`src/rtl/systolic_pkg.sv`:
```
// Shared types and helpers for the systolic matrix-multiply datapath.
// Holds the controller state encoding and the default accumulator width rule.
package systolic_pkg;

    typedef enum logic [1:0] {
        IDLE  = 2'd0,
        LOAD  = 2'd1,
        DRAIN = 2'd2,
        DONE  = 2'd3
    } state_t;

    // The full K-term sum of DATAWIDTH x DATAWIDTH products fits without wrapping.
    function automatic int accw_default(input int dw, input int k);
        return 2 * dw + $clog2(k);
    endfunction

endpackage

```
`src/rtl/systolic_pe.sv`:
```
// Output-stationary processing element: registered a/b pass-through and a wrapping
// multiply-accumulate with a sticky carry-out flag.
module systolic_pe
    import systolic_pkg::*;
#(
    parameter int DATAWIDTH = 8,
    parameter int ACCW      = 18
) (
    input  logic                 clk,
    input  logic                 rst,
    input  logic                 clr,
    input  logic                 en,
    input  logic [DATAWIDTH-1:0] a_in,
    input  logic [DATAWIDTH-1:0] b_in,
    output logic [DATAWIDTH-1:0] a_out,
    output logic [DATAWIDTH-1:0] b_out,
    output logic [ACCW-1:0]      acc,
    output logic                 ovf
);

    // Returns {carry, sum}; the product is zero-extended before the add.
    function automatic logic [ACCW:0] mac_wrap(
        input logic [ACCW-1:0]      base,
        input logic [DATAWIDTH-1:0] a,
        input logic [DATAWIDTH-1:0] b
    );
        logic [2*DATAWIDTH-1:0] prod;
        prod = {{DATAWIDTH{1'b0}}, a} * {{DATAWIDTH{1'b0}}, b};
        return {1'b0, base} + {{(ACCW + 1 - 2 * DATAWIDTH){1'b0}}, prod};
    endfunction

    logic [ACCW:0] sum;

    always_comb begin
        sum = mac_wrap(acc, a_in, b_in);
    end

    always_ff @(posedge clk) begin
        if (!rst) begin
            a_out <= '0;
            b_out <= '0;
            acc   <= '0;
            ovf   <= 1'b0;
        end else begin
            a_out <= a_in;
            b_out <= b_in;
            if (clr) begin
                acc <= '0;
                ovf <= 1'b0;
            end else if (en) begin
                acc <= sum[ACCW-1:0];
                if (sum[ACCW]) begin
                    ovf <= 1'b1;
                end
            end
        end
    end

endmodule

```
`src/rtl/systolic_matmul_param.sv`:
```
// Output-stationary NxN systolic multiplier C = A(NxK) * B(KxN) with internal operand
// skew, valid/ready beat intake, accumulate mode and a sticky overflow flag.
module systolic_matmul_param
    import systolic_pkg::*;
#(
    parameter int N         = 3,
    parameter int K         = 3,
    parameter int DATAWIDTH = 8,
    parameter int ACCW      = accw_default(DATAWIDTH, K)
) (
    input  logic                   clk,
    input  logic                   rst,
    input  logic                   start,
    input  logic                   acc_mode,
    input  logic                   in_valid,
    output logic                   in_ready,
    input  logic [N*DATAWIDTH-1:0] a_col,
    input  logic [N*DATAWIDTH-1:0] b_row,
    output logic                   busy,
    output logic                   done,
    output logic                   overflow,
    output logic [N*N*ACCW-1:0]    p_out
);

    localparam int BCW = (K > 1) ? $clog2(K) : 1;
    localparam int DCW = $clog2(2 * N);
    localparam logic [BCW-1:0] BEAT_LAST  = BCW'(K - 1);
    // One input-register cycle plus 2N-1 cycles of skew and propagation to PE(N-1,N-1).
    localparam logic [DCW-1:0] DRAIN_LAST = DCW'(2 * N - 1);

    state_t         state, state_d;
    logic [BCW-1:0] beat_cnt;
    logic [DCW-1:0] drain_cnt;
    logic           take;
    logic           clr;
    logic           en;

    always_comb begin
        state_d  = state;
        take     = 1'b0;
        clr      = 1'b0;
        in_ready = 1'b0;
        busy     = 1'b0;
        done     = 1'b0;
        case (state)
            IDLE: begin
                if (start) begin
                    state_d = LOAD;
                    clr     = !acc_mode;
                end
            end
            LOAD: begin
                in_ready = 1'b1;
                busy     = 1'b1;
                take     = in_valid;
                if (in_valid && (beat_cnt == BEAT_LAST)) begin
                    state_d = DRAIN;
                end
            end
            DRAIN: begin
                busy = 1'b1;
                if (drain_cnt == DRAIN_LAST) begin
                    state_d = DONE;
                end
            end
            DONE: begin
                busy    = 1'b1;
                done    = 1'b1;
                state_d = IDLE;
            end
            default: state_d = IDLE;
        endcase
    end

    assign en = (state == LOAD) || (state == DRAIN);

    always_ff @(posedge clk) begin
        if (!rst) begin
            state     <= IDLE;
            beat_cnt  <= '0;
            drain_cnt <= '0;
        end else begin
            state <= state_d;
            if (state != LOAD) begin
                beat_cnt <= '0;
            end else if (take) begin
                beat_cnt <= beat_cnt + 1'b1;
            end
            if (state != DRAIN) begin
                drain_cnt <= '0;
            end else begin
                drain_cnt <= drain_cnt + 1'b1;
            end
        end
    end

    // ---- stage p0: operand capture; bubbles and idle cycles inject zeros ----
    logic [DATAWIDTH-1:0] a_p0 [N];
    logic [DATAWIDTH-1:0] b_p0 [N];

    always_ff @(posedge clk) begin
        if (!rst) begin
            for (int i = 0; i < N; i++) begin
                a_p0[i] <= '0;
                b_p0[i] <= '0;
            end
        end else begin
            for (int i = 0; i < N; i++) begin
                a_p0[i] <= take ? a_col[i*DATAWIDTH +: DATAWIDTH] : '0;
                b_p0[i] <= take ? b_row[i*DATAWIDTH +: DATAWIDTH] : '0;
            end
        end
    end

    // ---- skew: row/column i delayed i cycles, then into the grid edge ----
    logic [DATAWIDTH-1:0] a_lnk [N][N+1];
    logic [DATAWIDTH-1:0] b_lnk [N+1][N];

    for (genvar i = 0; i < N; i++) begin : g_skew
        if (i == 0) begin : g_direct
            assign a_lnk[0][0] = a_p0[0];
            assign b_lnk[0][0] = b_p0[0];
        end else begin : g_delay
            logic [DATAWIDTH-1:0] a_sr [i];
            logic [DATAWIDTH-1:0] b_sr [i];

            always_ff @(posedge clk) begin
                if (!rst) begin
                    for (int s = 0; s < i; s++) begin
                        a_sr[s] <= '0;
                        b_sr[s] <= '0;
                    end
                end else begin
                    a_sr[0] <= a_p0[i];
                    b_sr[0] <= b_p0[i];
                    for (int s = 1; s < i; s++) begin
                        a_sr[s] <= a_sr[s-1];
                        b_sr[s] <= b_sr[s-1];
                    end
                end
            end

            assign a_lnk[i][0] = a_sr[i-1];
            assign b_lnk[0][i] = b_sr[i-1];
        end
    end

    // ---- PE grid: a flows right along rows, b flows down columns ----
    logic [N*N-1:0] ovf_vec;

    for (genvar i = 0; i < N; i++) begin : g_row
        for (genvar j = 0; j < N; j++) begin : g_col
            systolic_pe #(
                .DATAWIDTH (DATAWIDTH),
                .ACCW      (ACCW)
            ) u_pe (
                .clk   (clk),
                .rst   (rst),
                .clr   (clr),
                .en    (en),
                .a_in  (a_lnk[i][j]),
                .b_in  (b_lnk[i][j]),
                .a_out (a_lnk[i][j+1]),
                .b_out (b_lnk[i+1][j]),
                .acc   (p_out[(i*N+j)*ACCW +: ACCW]),
                .ovf   (ovf_vec[i*N+j])
            );
        end
    end

    assign overflow = |ovf_vec;

endmodule

```
`config.mk`:
```
export PLATFORM = sky130hd
export DESIGN_NAME = systolic_matmul_param
export DESIGN_NICKNAME = d
export VERILOG_FILES = /design/src/rtl/systolic_pkg.sv /design/src/rtl/systolic_pe.sv /design/src/rtl/systolic_matmul_param.sv
export SDC_FILE = /design/constraint.sdc
export NUM_CORES = 2
export LEC_CHECK = 0
export ABC_CLOCK_PERIOD_IN_PS = 8800
export CAP_MARGIN = 25
export CELL_PAD_IN_SITES_DETAIL_PLACEMENT = 1
export CELL_PAD_IN_SITES_GLOBAL_PLACEMENT = 1
export CORE_UTILIZATION = 51
export DETAILED_ROUTE_END_ITERATION = 6
export GPL_TIMING_DRIVEN = 0
export PLACE_DENSITY = 0.95
export SYNTH_ARGS = -nofsm -noshare
export SYNTH_HDL_FRONTEND = slang
export SYNTH_SLANG_ARGS = --single-unit
```
`constraint.sdc`:
```
create_clock -name clk -period 8.8 [get_ports clk]
set_input_delay 0.88 -clock clk [delete_from_list [all_inputs] [get_ports clk]]
set_output_delay 0.88 -clock clk [all_outputs]
set_load 0.02 [all_outputs]
```
==> results.toml <==
[die]
die_area_um2 = 70340
coreArea_um2 = 68590
die_w_um = 265.2
io_pins = 219
die_height_um = 265.2
initial_core_util_pct = 51.52
std_cell_rows = 96

[routing]
via_count = 33470
drt_first_pass_iters = 6
via_per_inst = 6.366
drc_errors = 0
wirelength_mm = 162.4
wl_per_cell_um = 30.88
ant_nets = 0
drt_iter0_markers = 3593

[sta]
tns_ns = 0
maxSlewHeadroom_pct = 9.882
finalCritPeriodShare_pct = 65.33
rsz0062_at_grt = "false"
max_freq_mhz = 173.9
setup_violations = 0
fin_worst_skew_ns = 0.05750
min_period_ns = 5.749
drv_slew = 0
worst_pin_slew_ns = 1.352
hold_viol = 0

[yosys]
synthCells = 3995
ys_top_cells_by_area = "fa_1 (25%), dfxtp_1 (21%), ha_1 (13%), inv_1 (9.3%), and2_1 (9.0%)"
syn_nets = 4875
synth_seq_cells = 370
ys.flop_type = "dfxtp_1"
ys_warn_count = 0
syn_area_um2 = 35340
synth_cell_types = 76
synth_top_area_share_pct = 25.49
synth-edff-count = 0
synth_largest_area_cell = "fa_1"
avgSynthCellArea_um2 = 8.845
async_flop_share_pct = 0
yosysSeqAreaShare_pct = 20.96

[critical_path]
worst_setup_path_start_kind = "flip-flop"
end_kind = "flip-flop"
worstPathMaxFanout = 9
crit-reg2reg-launch = "g_row[0].g_col[0].u_pe.a_out[4]"
criticalPathCategory = "flip-flop to flip-flop"
worst-endpoint-arrival_ns = 6.20
required_ns = 9.25
worstSetupStartpoint = "g_row[0].g_col[0].u_pe.a_out[4]"

[power_and_ir_drop]
p_leak_nw = 19.99
ir_drop_mv = 0.1729
power.density_nw_per_um2 = 154.1

[placed_design]
dpl.cell_count = 5155
numPortBuffers = 218
gp_congestion = 0.9329
dp_hpwl_mm = 104.2
placed_cell_area_um2 = 38850

[layout]
final_nets = 5159
layout_common_cells = "inv_1 (878), and2_1 (508), fa_1 (450)"
area_growth_syn_to_layout_pct = 15.06
multiInputGateArea_um2 = 24190
final_area_um2 = 40660
final_common_cell = "inv_1"
nFillCells = 7859
finalNonFillerCells = 5258
regArea_um2 = 7407
layout-drive-gt1-share_pct = 3.291

[cts]
cts_max_path_buffers = 3
cts_buffers = 46
clock_latency_ns = 0.69
postCtsSetupBuffers = 0
cts_hold_buf = 0
htreeDepth = 2
cts.sinks = 370
cts_tree = "done"
path_clk_slew_ns = 0.07
cts_resized = 0
clockRootBuffer = "clkbuf_16"

[global_route]
grtUsageTotal_pct = 45.67
grt_pass1_wl_mm = 237.1
use_met3_pct = 18.52
grt_max_degree = 15
use_met1_pct = 47.35
busiest_layer = "met2"
grt_pass1_vias = 37802
overflow = 0
grt_util_met2_pct = 70.26
antenna_found_initial = 33

[outcome]
status = "finished clean"

[min_path]
min-delay-start = "a_p0[0][8]"
hold_path.class = "flip-flop to flip-flop"

[flow_run]
cap_violations = 0
==> registers in the layout, indices dropped and copies added, names as in the netlist <==
name	count
a_p0	24
g_skew.g_delay.b_sr	24
g_row.g_col.u_pe.a_out	48
g_skew.g_delay.a_sr	24
g_row.g_col.u_pe.b_out	48
beat_cnt	2
state	2
g_row.g_col.u_pe.acc	162
drain_cnt	3
b_p0	24
g_row.g_col.u_pe.ovf	9
==> synthesized netlist by cell type (4+ instances only) <==
master and number:
a221o_1 5, a31oi_1 14, nand2_1 364, o31ai_1 5
a21o_1 40, nor3_1 37, mux2i_1 68, inv_1 878
fa_1 450, or4_1 4, o211ai_1 9, or2_2 6
nand3_1 44, or3_1 10, nor2_1 163, dfxtp_1 370
nor2b_1 28, a21oi_1 136, a311o_1 4, nand4_1 15
a211o_1 4, xor2_1 22, and3_1 17, xnor2_1 42
clkbuf_1 90, o21a_1 35, a211oi_1 29, o21bai_1 14
nand3b_1 5, o31a_1 6, and2_1 508, buf_1 8
nand2b_1 8, o22ai_1 10, buf_2 13, a21boi_0 6
o21ai_1 12, o21ai_0 85, ha_1 377
==> per-layer routing <==
metal / share of wire (%) / vias to the layer above
met4: 12 / 30
met5: 0.17 / -
li1: - / 12912
met2: 44 / 2897
met3: 13 / 1397
met1: 32 / 16234
==> worst paths after layout <==
| check | slack, ns | depth (start not counted) | to |
|---|---|---|---|
| max | 3.05 | 15 | g_row[0].g_col[1].u_pe.acc[10] |
| min | 0.43 | 1 | g_skew[1].g_delay.a_sr[0][0] |
| max reg2reg | 3.05 | 15 | g_row[0].g_col[1].u_pe.acc[10] |
| min reg2reg | 0.43 | 1 | g_skew[1].g_delay.a_sr[0][0] |
==> area by class of cell <==
cell class	count	share of cell area, %
multi-input cells	2635	59.51
flip-flops and latches	370	18.22
inverters	878	8.106
repair buffers	236	6.026
clock buffers	59	3.231
well taps	931	2.865
plain buffers	112	1.096
clock inverters	25	0.8710
diodes	12	0.07386
==> power breakdown <==
part           internal [mW]  leakage, nW  switching, mW
sequential              1.75         2.98          0.120
clock                   1.29        0.806          0.940
combinational          0.560         16.2           1.60
==> metrics by stage <==
step	total power [mW]	hold slack (ns)	worst slack, ns	util (%)
final	6.266	0.4329	3.051	59.28
after global routing	6.277	0.4522	3.007	59.24
after CTS	5.915	0.4393	3.448	59.08
after detailed placement	3.706	0.4217	3.555	56.65
after global placement	3.512	0.4137	3.938	56.40
after floorplan	2.647	0.4119	4.458	-
==> critical path, cell delays in order (launching register included) <==
cell and delay (ns):
dfxtp_1 0.33, clkbuf_1 0.44, nand2_1 0.29, fa_1 0.47
inv_1 0.17, fa_1 0.48, fa_1 0.58, inv_1 0.25
fa_1 0.46, inv_1 0.11, ha_1 0.32, a211oi_1 0.29
o21a_1 0.19, o21bai_1 0.14, xor2_1 0.12, a211oi_1 0.87
==> cells by family after synthesis <==
family,synth area share (%)
buffers and inverters,10.57
adder cells (fa/ha/maj),38.84
multiplexers,1.926
AO/OA/AOI/OAI,8.350
AND/OR/NAND/NOR,17.77
flip-flops,20.96
XOR/XNOR,1.586
No activity file was read; power rests on OpenSTA's default activity.
